### config.mk
export PLATFORM = sky130hd
export DESIGN_NAME = tlb_walk_arbiter
export DESIGN_NICKNAME = d
export VERILOG_FILES = /design/src/rtl/tlb_walk_arbiter.sv
export SDC_FILE = /design/constraint.sdc
export NUM_CORES = 1
export LEC_CHECK = 0
export ABC_CLOCK_PERIOD_IN_PS = 2200
export BUFFER_PORTS_ARGS = -buffer_cell sky130_fd_sc_hd__buf_2
export CORE_ASPECT_RATIO = 1.5
export CORE_UTILIZATION = 23
export CTS_BUF_LIST = sky130_fd_sc_hd__clkbuf_4 sky130_fd_sc_hd__clkbuf_8
export CTS_CLUSTER_DIAMETER = 150
export DETAILED_ROUTE_END_ITERATION = 8
export SLEW_MARGIN = 25
export SYNTH_ARGS = -nofsm -noshare
export SYNTH_HDL_FRONTEND = slang
export SYNTH_SLANG_ARGS = --single-unit
### constraint.sdc
create_clock -name clk -period 2.2 [get_ports clk]
set_input_delay 0.22 -clock clk [delete_from_list [all_inputs] [get_ports clk]]
set_output_delay 0.22 -clock clk [all_outputs]
set_load 0.02 [all_outputs]
### src/rtl/tlb_walk_arbiter.sv
// Shares the single MMU page-table walker between the I-TLB and the D-TLB.
// Round-robin grant, owner-only response routing, walk watchdog, walk counters.
module tlb_walk_arbiter #(
  parameter int unsigned ADDR_W  = 64,
  parameter int unsigned TIMEOUT = 1023,
  parameter int unsigned CNT_W   = 32,
  parameter int unsigned PERM_W  = 8
) (
  input  logic              clk,
  input  logic              reset,
  // I-TLB side
  input  logic              i_req_valid,
  input  logic [ADDR_W-1:0] i_req_addr,
  output logic              i_resp_valid,
  output logic [ADDR_W-1:0] i_resp_addr,
  output logic [PERM_W-1:0] i_resp_perm,
  // D-TLB side
  input  logic              d_req_valid,
  input  logic [ADDR_W-1:0] d_req_addr,
  output logic              d_resp_valid,
  output logic [ADDR_W-1:0] d_resp_addr,
  output logic [PERM_W-1:0] d_resp_perm,
  // MMU walker
  output logic              mmu_req_valid,
  output logic [ADDR_W-1:0] mmu_req_addr,
  input  logic              mmu_resp_valid,
  input  logic [ADDR_W-1:0] mmu_resp_addr,
  input  logic [PERM_W-1:0] mmu_resp_perm,
  // sfence.vma handshake and status
  input  logic              flush_req,
  output logic              walker_idle,
  output logic              timeout_err,
  output logic [CNT_W-1:0]  i_walk_cnt,
  output logic [CNT_W-1:0]  d_walk_cnt
);

  localparam int unsigned WD_W = (TIMEOUT > 1) ? $clog2(TIMEOUT) : 1;
  localparam logic [WD_W-1:0]  WD_LAST = WD_W'(TIMEOUT - 1);
  localparam bit               WD_EN   = (TIMEOUT != 0);
  localparam logic [CNT_W-1:0] CNT_MAX = '1;

  typedef enum logic [1:0] {
    ST_IDLE = 2'd0,
    ST_WALK = 2'd1,
    ST_RESP = 2'd2
  } state_e;

  typedef enum logic {
    SIDE_I = 1'b0,
    SIDE_D = 1'b1
  } side_e;

  state_e            state_q,         state_d;
  side_e             owner_q,         owner_d;
  side_e             last_grant_q,    last_grant_d;
  logic [WD_W-1:0]   wd_q,            wd_d;
  logic              mmu_req_valid_q, mmu_req_valid_d;
  logic [ADDR_W-1:0] mmu_req_addr_q,  mmu_req_addr_d;
  logic              i_resp_valid_q,  i_resp_valid_d;
  logic [ADDR_W-1:0] i_resp_addr_q,   i_resp_addr_d;
  logic [PERM_W-1:0] i_resp_perm_q,   i_resp_perm_d;
  logic              d_resp_valid_q,  d_resp_valid_d;
  logic [ADDR_W-1:0] d_resp_addr_q,   d_resp_addr_d;
  logic [PERM_W-1:0] d_resp_perm_q,   d_resp_perm_d;
  logic              timeout_err_q,   timeout_err_d;
  logic [CNT_W-1:0]  i_walk_cnt_q,    i_walk_cnt_d;
  logic [CNT_W-1:0]  d_walk_cnt_q,    d_walk_cnt_d;

  logic              pick_d_c;
  logic              any_req_c;
  logic              walk_done_c;
  logic              walk_expired_c;
  logic [ADDR_W-1:0] done_addr_c;
  logic [PERM_W-1:0] done_perm_c;

  // On a tie the side that did not win last time is chosen.
  assign any_req_c = i_req_valid | d_req_valid;
  assign pick_d_c  = d_req_valid & (~i_req_valid | (last_grant_q == SIDE_I));

  // A real response beats a watchdog expiry landing in the same cycle.
  assign walk_done_c    = (state_q == ST_WALK) & mmu_resp_valid;
  assign walk_expired_c = WD_EN & (state_q == ST_WALK) & ~mmu_resp_valid & (wd_q == WD_LAST);
  assign done_addr_c    = walk_done_c ? mmu_resp_addr : '0;
  assign done_perm_c    = walk_done_c ? mmu_resp_perm : '0;

  assign walker_idle = (state_q == ST_IDLE);

  always_comb begin
    state_d         = state_q;
    owner_d         = owner_q;
    last_grant_d    = last_grant_q;
    wd_d            = wd_q;
    mmu_req_valid_d = mmu_req_valid_q;
    mmu_req_addr_d  = mmu_req_addr_q;
    i_resp_valid_d  = 1'b0;
    i_resp_addr_d   = i_resp_addr_q;
    i_resp_perm_d   = i_resp_perm_q;
    d_resp_valid_d  = 1'b0;
    d_resp_addr_d   = d_resp_addr_q;
    d_resp_perm_d   = d_resp_perm_q;
    timeout_err_d   = timeout_err_q;
    i_walk_cnt_d    = i_walk_cnt_q;
    d_walk_cnt_d    = d_walk_cnt_q;

    case (state_q)
      ST_IDLE: begin
        if (!flush_req && any_req_c) begin
          owner_d         = pick_d_c ? SIDE_D : SIDE_I;
          last_grant_d    = pick_d_c ? SIDE_D : SIDE_I;
          mmu_req_addr_d  = pick_d_c ? d_req_addr : i_req_addr;
          mmu_req_valid_d = 1'b1;
          wd_d            = '0;
          state_d         = ST_WALK;
        end
      end

      ST_WALK: begin
        wd_d = wd_q + WD_W'(1);
        if (walk_done_c || walk_expired_c) begin
          mmu_req_valid_d = 1'b0;
          state_d         = ST_RESP;
          if (walk_expired_c) begin
            timeout_err_d = 1'b1;
          end
          if (owner_q == SIDE_D) begin
            d_resp_valid_d = 1'b1;
            d_resp_addr_d  = done_addr_c;
            d_resp_perm_d  = done_perm_c;
            if (walk_done_c && (d_walk_cnt_q != CNT_MAX)) begin
              d_walk_cnt_d = d_walk_cnt_q + CNT_W'(1);
            end
          end else begin
            i_resp_valid_d = 1'b1;
            i_resp_addr_d  = done_addr_c;
            i_resp_perm_d  = done_perm_c;
            if (walk_done_c && (i_walk_cnt_q != CNT_MAX)) begin
              i_walk_cnt_d = i_walk_cnt_q + CNT_W'(1);
            end
          end
        end
      end

      // Gives the TLB one cycle to drop req_valid before arbitration resumes.
      ST_RESP: begin
        state_d = ST_IDLE;
      end

      default: begin
        state_d = ST_IDLE;
      end
    endcase
  end

  always_ff @(posedge clk or negedge reset) begin
    if (!reset) begin
      state_q         <= ST_IDLE;
      owner_q         <= SIDE_I;
      last_grant_q    <= SIDE_I;
      wd_q            <= '0;
      mmu_req_valid_q <= 1'b0;
      mmu_req_addr_q  <= '0;
      i_resp_valid_q  <= 1'b0;
      i_resp_addr_q   <= '0;
      i_resp_perm_q   <= '0;
      d_resp_valid_q  <= 1'b0;
      d_resp_addr_q   <= '0;
      d_resp_perm_q   <= '0;
      timeout_err_q   <= 1'b0;
      i_walk_cnt_q    <= '0;
      d_walk_cnt_q    <= '0;
    end else begin
      state_q         <= state_d;
      owner_q         <= owner_d;
      last_grant_q    <= last_grant_d;
      wd_q            <= wd_d;
      mmu_req_valid_q <= mmu_req_valid_d;
      mmu_req_addr_q  <= mmu_req_addr_d;
      i_resp_valid_q  <= i_resp_valid_d;
      i_resp_addr_q   <= i_resp_addr_d;
      i_resp_perm_q   <= i_resp_perm_d;
      d_resp_valid_q  <= d_resp_valid_d;
      d_resp_addr_q   <= d_resp_addr_d;
      d_resp_perm_q   <= d_resp_perm_d;
      timeout_err_q   <= timeout_err_d;
      i_walk_cnt_q    <= i_walk_cnt_d;
      d_walk_cnt_q    <= d_walk_cnt_d;
    end
  end

  assign mmu_req_valid = mmu_req_valid_q;
  assign mmu_req_addr  = mmu_req_addr_q;
  assign i_resp_valid  = i_resp_valid_q;
  assign i_resp_addr   = i_resp_addr_q;
  assign i_resp_perm   = i_resp_perm_q;
  assign d_resp_valid  = d_resp_valid_q;
  assign d_resp_addr   = d_resp_addr_q;
  assign d_resp_perm   = d_resp_perm_q;
  assign timeout_err   = timeout_err_q;
  assign i_walk_cnt    = i_walk_cnt_q;
  assign d_walk_cnt    = d_walk_cnt_q;

endmodule

==> impl_metrics.ini, run 1 <==
[logic_synthesis]
synth_flop_cell = dfrtp_1
ys_seq_area_frac = 0.619
synth_top_area_cell = dfrtp_1
yosysTopAreaCellShare = 0.619
synth_edf_count = 0
yosysWarnings = 0
ys_types = 42
synth-seq-cells = 289
syn-cell-area_um2 = 11700
syn_inst = 963
synthTopCellsByArea = dfrtp_1 (62%), a22o_1 (11%), mux2i_1 (5.5%)
async_flop_share = 1.00
avgSynthCellArea_um2 = 12.1
syn-num-nets = 1173

[critical_path]
startpoint_type = flop
path_max_fanout = 7
slowest_stage = dlygate4sd3_1
worstPathRequired_ps = 2640
r2r-end = mmu_req_addr[0]
cp_cell_sequence = buf_4 -> a21boi_4 -> buf_4 -> mux2i_1 -> dlygate4sd3_1 -> o21ai_0
setup.worst_path.class = reg -> reg
reg2reg_from = last_grant_q
cpMostUsedCell = buf_4
reg2regPathDepth = 6
max_stage_delay_ps = 560
regToRegSetupSlack_ps = 110
critical_path.top_delay_family = buffers and inverters
worst-path-buf-inv = 3
crit_arrival_ps = 2530
cp-end-kind = flop
crit_path_start = last_grant_q

[floorplanning]
die_area_um2 = 51700
io_pins = 483
core-area_um2 = 49900
num_rows = 100
initial_utilization = 0.234
die_y_um = 278
die_w_um = 186

[global_route]
grt_pass1_vias = 11400
grt_use_total = 0.153
overflow = 0
grt_pass1_wl_um = 62100
antenna_found_initial = 1
grt_max_degree = 129

[drt]
postRouteAntennaNets = 0
viasPerCell = 4.53
vias = 10800
routed_wl_um = 40600
first_pass_iters = 4
drc_errors = 0
drt_iter0_drc = 514
routedWlPerCell_um = 17.0

[finish]
fin_nets = 1900
fillers = 4855
area_growth_pct = 56.8
drive_gt1_frac = 0.370

[worst_hold_path]
worst_hold_path.num_cells = 2
min_path_type = in -> reg
min_from = mmu_resp_valid
hold_path_end = state_q[1]

[timing]
slew_viol_final = 0
fin_worst_skew_ps = 22.0
hold_viol_final = 0
tns_ps = 0
fmax_mhz = 479
fin_crit_ps = 2090
setup_violations = 0
worst_slew_margin_rel = 0.572
rsz0062_at_grt = false
period_share = 0.949
worst_slew_pin_slew_ps = 640

[status]
status = completed

[placement]
hpwl_um = 26900
routabilityCongestion = 0.939
io_buffers = 482

[clock_network]
path_clk_slew_ps = 70
cts.sinks = 289
numCtsBuffers = 48
insertion_delay_ps = 600
root_buffer = clkbuf_8
cts-htree-levels = 2
cts_tree = built
cts.path.max_buffers = 3

[power]
ir_drop_v = 0.000563
powerDensity_nw_per_um2 = 1210
leakagePower_nw = 9.25
total_power_mw = 22.2

[flow_run]
maxCapViolCount = 0
-- routing by layer --
layer / track usage / up-vias / part of all wire
met2: 0.267 / 415 / 0.51
li1: - / 4977 / -
met4: 0.0839 / 0 / 0.048
met1: 0.169 / 5311 / 0.38
met5: 0 / - / 0
met3: 0.0352 / 129 / 0.061
-- worst max path at each step --
stage,cells after the start,endpoint,slack [ps]
6_report,6,mmu_req_addr[0],110
5_1_grt,6,d_walk_cnt[31],7
4_1_cts,6,mmu_req_addr[48],30
3_5_place_dp,7,i_walk_cnt[8],80
3_3_place_gp,7,i_walk_cnt[8],120
2_1_floorplan,5,d_walk_cnt[29],120
-- report_power, final --
| group | switching (mW) | leakage (nW) | internal [mW] |
|---|---|---|---|
| Sequential | 1.15 | 3.69 | 7.24 |
| Clock | 2.29 | 0.554 | 2.85 |
| Combinational | 5.26 | 5.00 | 3.41 |
| Total | 8.70 | 9.25 | 13.5 |
-- placed cells by master, fill, tap and decap left out, types with 30 or more instances in the layout --
cell type | Yosys | routed
a22o_1 | 144 | 144
nand2_1 | 94 | 92
xnor2_1 | 35 | 35
dlygate4sd3_1 | 0 | 200
mux2i_1 | 64 | 64
buf_2 | 5 | 481
nor2_1 | 30 | 30
clkbuf_8 | 0 | 59
nand4_1 | 30 | 30
o21ai_0 | 81 | 81
buf_4 | 0 | 41
dfrtp_1 | 289 | 289
-- metrics by stage --
stage / utilization / hold slack (ps) / worst slack (ps) / instance area, um^2 / std cells
2_1_floorplan: - / -75.6 / 123 / 11700 / 963
3_3_place_gp: 0.306 / 235 / 119 / 15300 / 2100
3_5_place_dp: 0.306 / 231 / 83.4 / 15300 / 2100
4_1_cts: 0.367 / 5.41 / 25.8 / 18300 / 2388
5_1_grt: 0.367 / 10.9 / 7.44 / 18300 / 2392
6_report: 0.367 / 42.5 / 113 / 18300 / 2392
-- synthesized netlist by cell type, types with 2 or more instances --
cell type and instances:
a211o_1 2, a21oi_1 7, a22o_1 144, a31oi_1 4, a41oi_1 2, and2_1 2, and3_1 16, and4_1 7
buf_1 10, buf_2 5, clkbuf_1 42, dfrtp_1 289, ha_1 4, inv_1 11, mux2_2 4, mux2i_1 64
nand2_1 94, nand2b_1 3, nand3_1 22, nand4_1 30, nand4b_1 2, nor2_1 30, nor3_1 8, nor4_1 5
nor4_2 2, o21ai_0 81, or2_2 2, or3_1 2, xnor2_1 35, xor2_1 22
-- worst register-to-register path: cells and delay by family, from the launching register on --
kind            cells  cell delay, ps
mux                 1             200
compound gates      2             350
buf+inv             3             970
flops               1             420
-- what timing repair did --
action,4_1_cts,5_1_grt
endpoints found under the hold margin,288,0
gates resized for setup,0,3
setup endpoints to repair,0,57
hold buffers,200,0
buffers inserted,0,3
-- layout make-up --
type	count	area (um^2)	share of cell area
flip-flops and latches	289	7230	0.394
repair buffers	734	4940	0.270
multi-input cells	606	4240	0.231
clock buffers	69	887	0.0484
well taps	663	830	0.0452
clock inverters	19	156	0.00853
inverters	11	41.3	0.00225
diodes	1	2.50	0.000137
-- logic make-up (layout without fill, tap and decap cells) --
logic type,after synthesis,after routing,synth area share
other cells,0,1,0
fa+ha+maj,4,4,0.00428
mux,68,68,0.0587
buf+inv,68,833,0.0224
flops,289,289,0.619
simple gates,230,230,0.0971
xor+xnor,57,57,0.0427
compound gates,247,247,0.156
-- sequential cells by signal (all words and copies together) (netlist names) --
register	cells
i_resp_perm	8
last_grant_q	1
mmu_req_valid	1
d_resp_perm	8
i_resp_addr	64
state_q	2
wd_q	10
d_resp_addr	64
d_walk_cnt	32
mmu_req_addr	64
i_walk_cnt	32
timeout_err	1
i_resp_valid	1
d_resp_valid	1
Power figures use the tool's default switching activity.
==> inputs of run 2 (changes only) <==
ABC_AREA = 1   (was unset)
==> impl_metrics.ini, run 2 <==
[finish]
fin_nets = 2576
postLayoutCoreUtil = 0.350
fin_cells = 3168
final_area_um2 = 20000
area_growth_pct = 49.4
drive_gt1_frac = 0.275
final_cell_mix = nand2_1 (590), buf_2 (481), dfrtp_1 (289)
layout_commonest_cell = nand2_1

[timing]
fin_worst_skew_ps = 14.2
fmax_mhz = 490
slew_viol_final = 0
rsz0062_at_grt = false
setup_violations = 0
worst_slew_margin_rel = 0.678
period_share = 0.929
worst_slew_pin_slew_ps = 482
fin_crit_ps = 2040
hold_viol_final = 0
setup_ws_ps = 157
tns_ps = 0
hold_ws_ps = 48.8

[clock_network]
root_buffer = clkbuf_8
insertion_delay_ps = 630
cts-htree-levels = 2
cts_tree = built
cts.sinks = 289
path_clk_slew_ps = 60
cts.path.max_buffers = 3
numCtsBuffers = 48

[global_route]
grt_max_degree = 77
grt_use_total = 0.161
overflow = 0
grt_pass1_vias = 13900
use_met3 = 0.0373
met2_usage = 0.285
met1_usage = 0.179
grt_pass1_wl_um = 75200
antenna_found_initial = 6
gr-max-usage-layer = met2

[critical_path]
reg2regPathDepth = 7
crit_path_start = state_q[1]
cp-end-kind = flop
worstPathRequired_ps = 2760
reg2reg_from = state_q[1]
crit_arrival_ps = 2600
crit_end = mmu_req_addr[46]
startpoint_type = flop
path_max_fanout = 34
setup.worst_path.class = reg -> reg
r2r-end = mmu_req_addr[46]
regToRegSetupSlack_ps = 160

[drt]
drc_errors = 0
drt_iter0_drc = 485
routed_wl_um = 48300
routedWlPerCell_um = 15.3
vias = 13600
viasPerCell = 4.29
postRouteAntennaNets = 0
first_pass_iters = 4

[logic_synthesis]
synth.most_common_cell = nand2_1
ys_seq_area_frac = 0.541
synth_flop_cell = dfrtp_1
synth-seq-cells = 289
synth_edf_count = 0
async_flop_share = 1.00
syn-cell-area_um2 = 13400
avgSynthCellArea_um2 = 8.06
ys_types = 33
yosysTopAreaCellShare = 0.541
syn_inst = 1658
synth_top_area_cell = dfrtp_1
synthTopCellsByArea = dfrtp_1 (54%), nand2_1 (17%), o21ai_1 (7.6%)
yosysWarnings = 0
synth_common_cells = nand2_1 (591), dfrtp_1 (289), o21ai_1 (203)
syn-num-nets = 1868

[power]
leakagePower_nw = 10.3
ir_drop_v = 0.000684
powerDensity_nw_per_um2 = 1090
total_power_mw = 21.7

[placement]
pre_cts_slack_ps = 276
routabilityCongestion = 0.928
io_buffers = 482
placed_cells = 2873
placed_area_um2 = 16800
hpwl_um = 33000

[floorplanning]
core-area_um2 = 57000
initial_utilization = 0.234
num_rows = 107
die_area_um2 = 59100
die_y_um = 297
io_pins = 483
die_w_um = 199

[status]
status = completed

[worst_hold_path]
min_path_type = in -> reg

[flow_run]
maxCapViolCount = 0
[run 2: cell count changes in the layout (fill, tap and decap cells not counted), sizes merged, moves of 25 or more]
cell and change:
nand2 +527, o21ai +207, nor2 +148, a22o -144
inv +110, mux2i -64, nand3b +28, nand4 -25
[run 2: final cells by class]
type	instances	area, um^2
flip-flops and latches	289	7230
clock inverters	16	120
inverters	120	460
fillers	5983	37100
multi-input cells	1183	5340
clock buffers	72	935
diodes	1	2.50
repair buffers	724	4920
well taps	763	955
[run 2: logic make-up after synthesis]
logic type / count (synthesis) / synth area share
AND/OR/NAND/NOR: 857 / 0.266
flip-flops: 289 / 0.541
adder cells (fa/ha/maj): 4 / 0.00375
AO/OA/AOI/OAI: 294 / 0.111
XOR/XNOR: 28 / 0.0184
buffers and inverters: 186 / 0.0603
[run 2: worst min-delay path by stage]
stage	from	end	slack (ps)	depth (start not counted)
finish	d_req_valid	wd_q[1]	50	4
global route	reset	d_walk_cnt[26]	30	2
CTS	reset	d_walk_cnt[26]	10	2
detailed placement	reset	d_walk_cnt[26]	120	1
global placement	reset	d_walk_cnt[26]	120	1
floorplan	reset	d_resp_addr[0]	-80	0
[run 2: repair_timing]
action | 4_1_cts | 5_1_grt
hold buffers | 202 | 2
setup endpoints to repair | 0 | 14
endpoints found under the hold margin | 501 | 1
setup buffers | 0 | 1
gates resized for setup | 0 | 3
[run 2: critical path: stages, from the launching register on]
cell           delay [ps]
dfrtp_1               410
nor2_1                140
o21ai_2               130
nor2_4                210
buf_12                210
o21ai_0               160
o21ai_1               130
dlygate4sd3_1         560
[run 2: power by group]
| group | switching (mW) | internal [mW] |
|---|---|---|
| clock | 2.38 | 2.86 |
| sequential | 1.15 | 7.19 |
| combinational | 5.23 | 2.88 |
| total | 8.76 | 12.9 |
[run 2: metal layers]
layer | share of wire | vias to the layer above
met5 | 0.0013 | -
met4 | 0.042 | 10
met3 | 0.058 | 132
met1 | 0.39 | 6357
met2 | 0.51 | 440
li1 | - | 6667
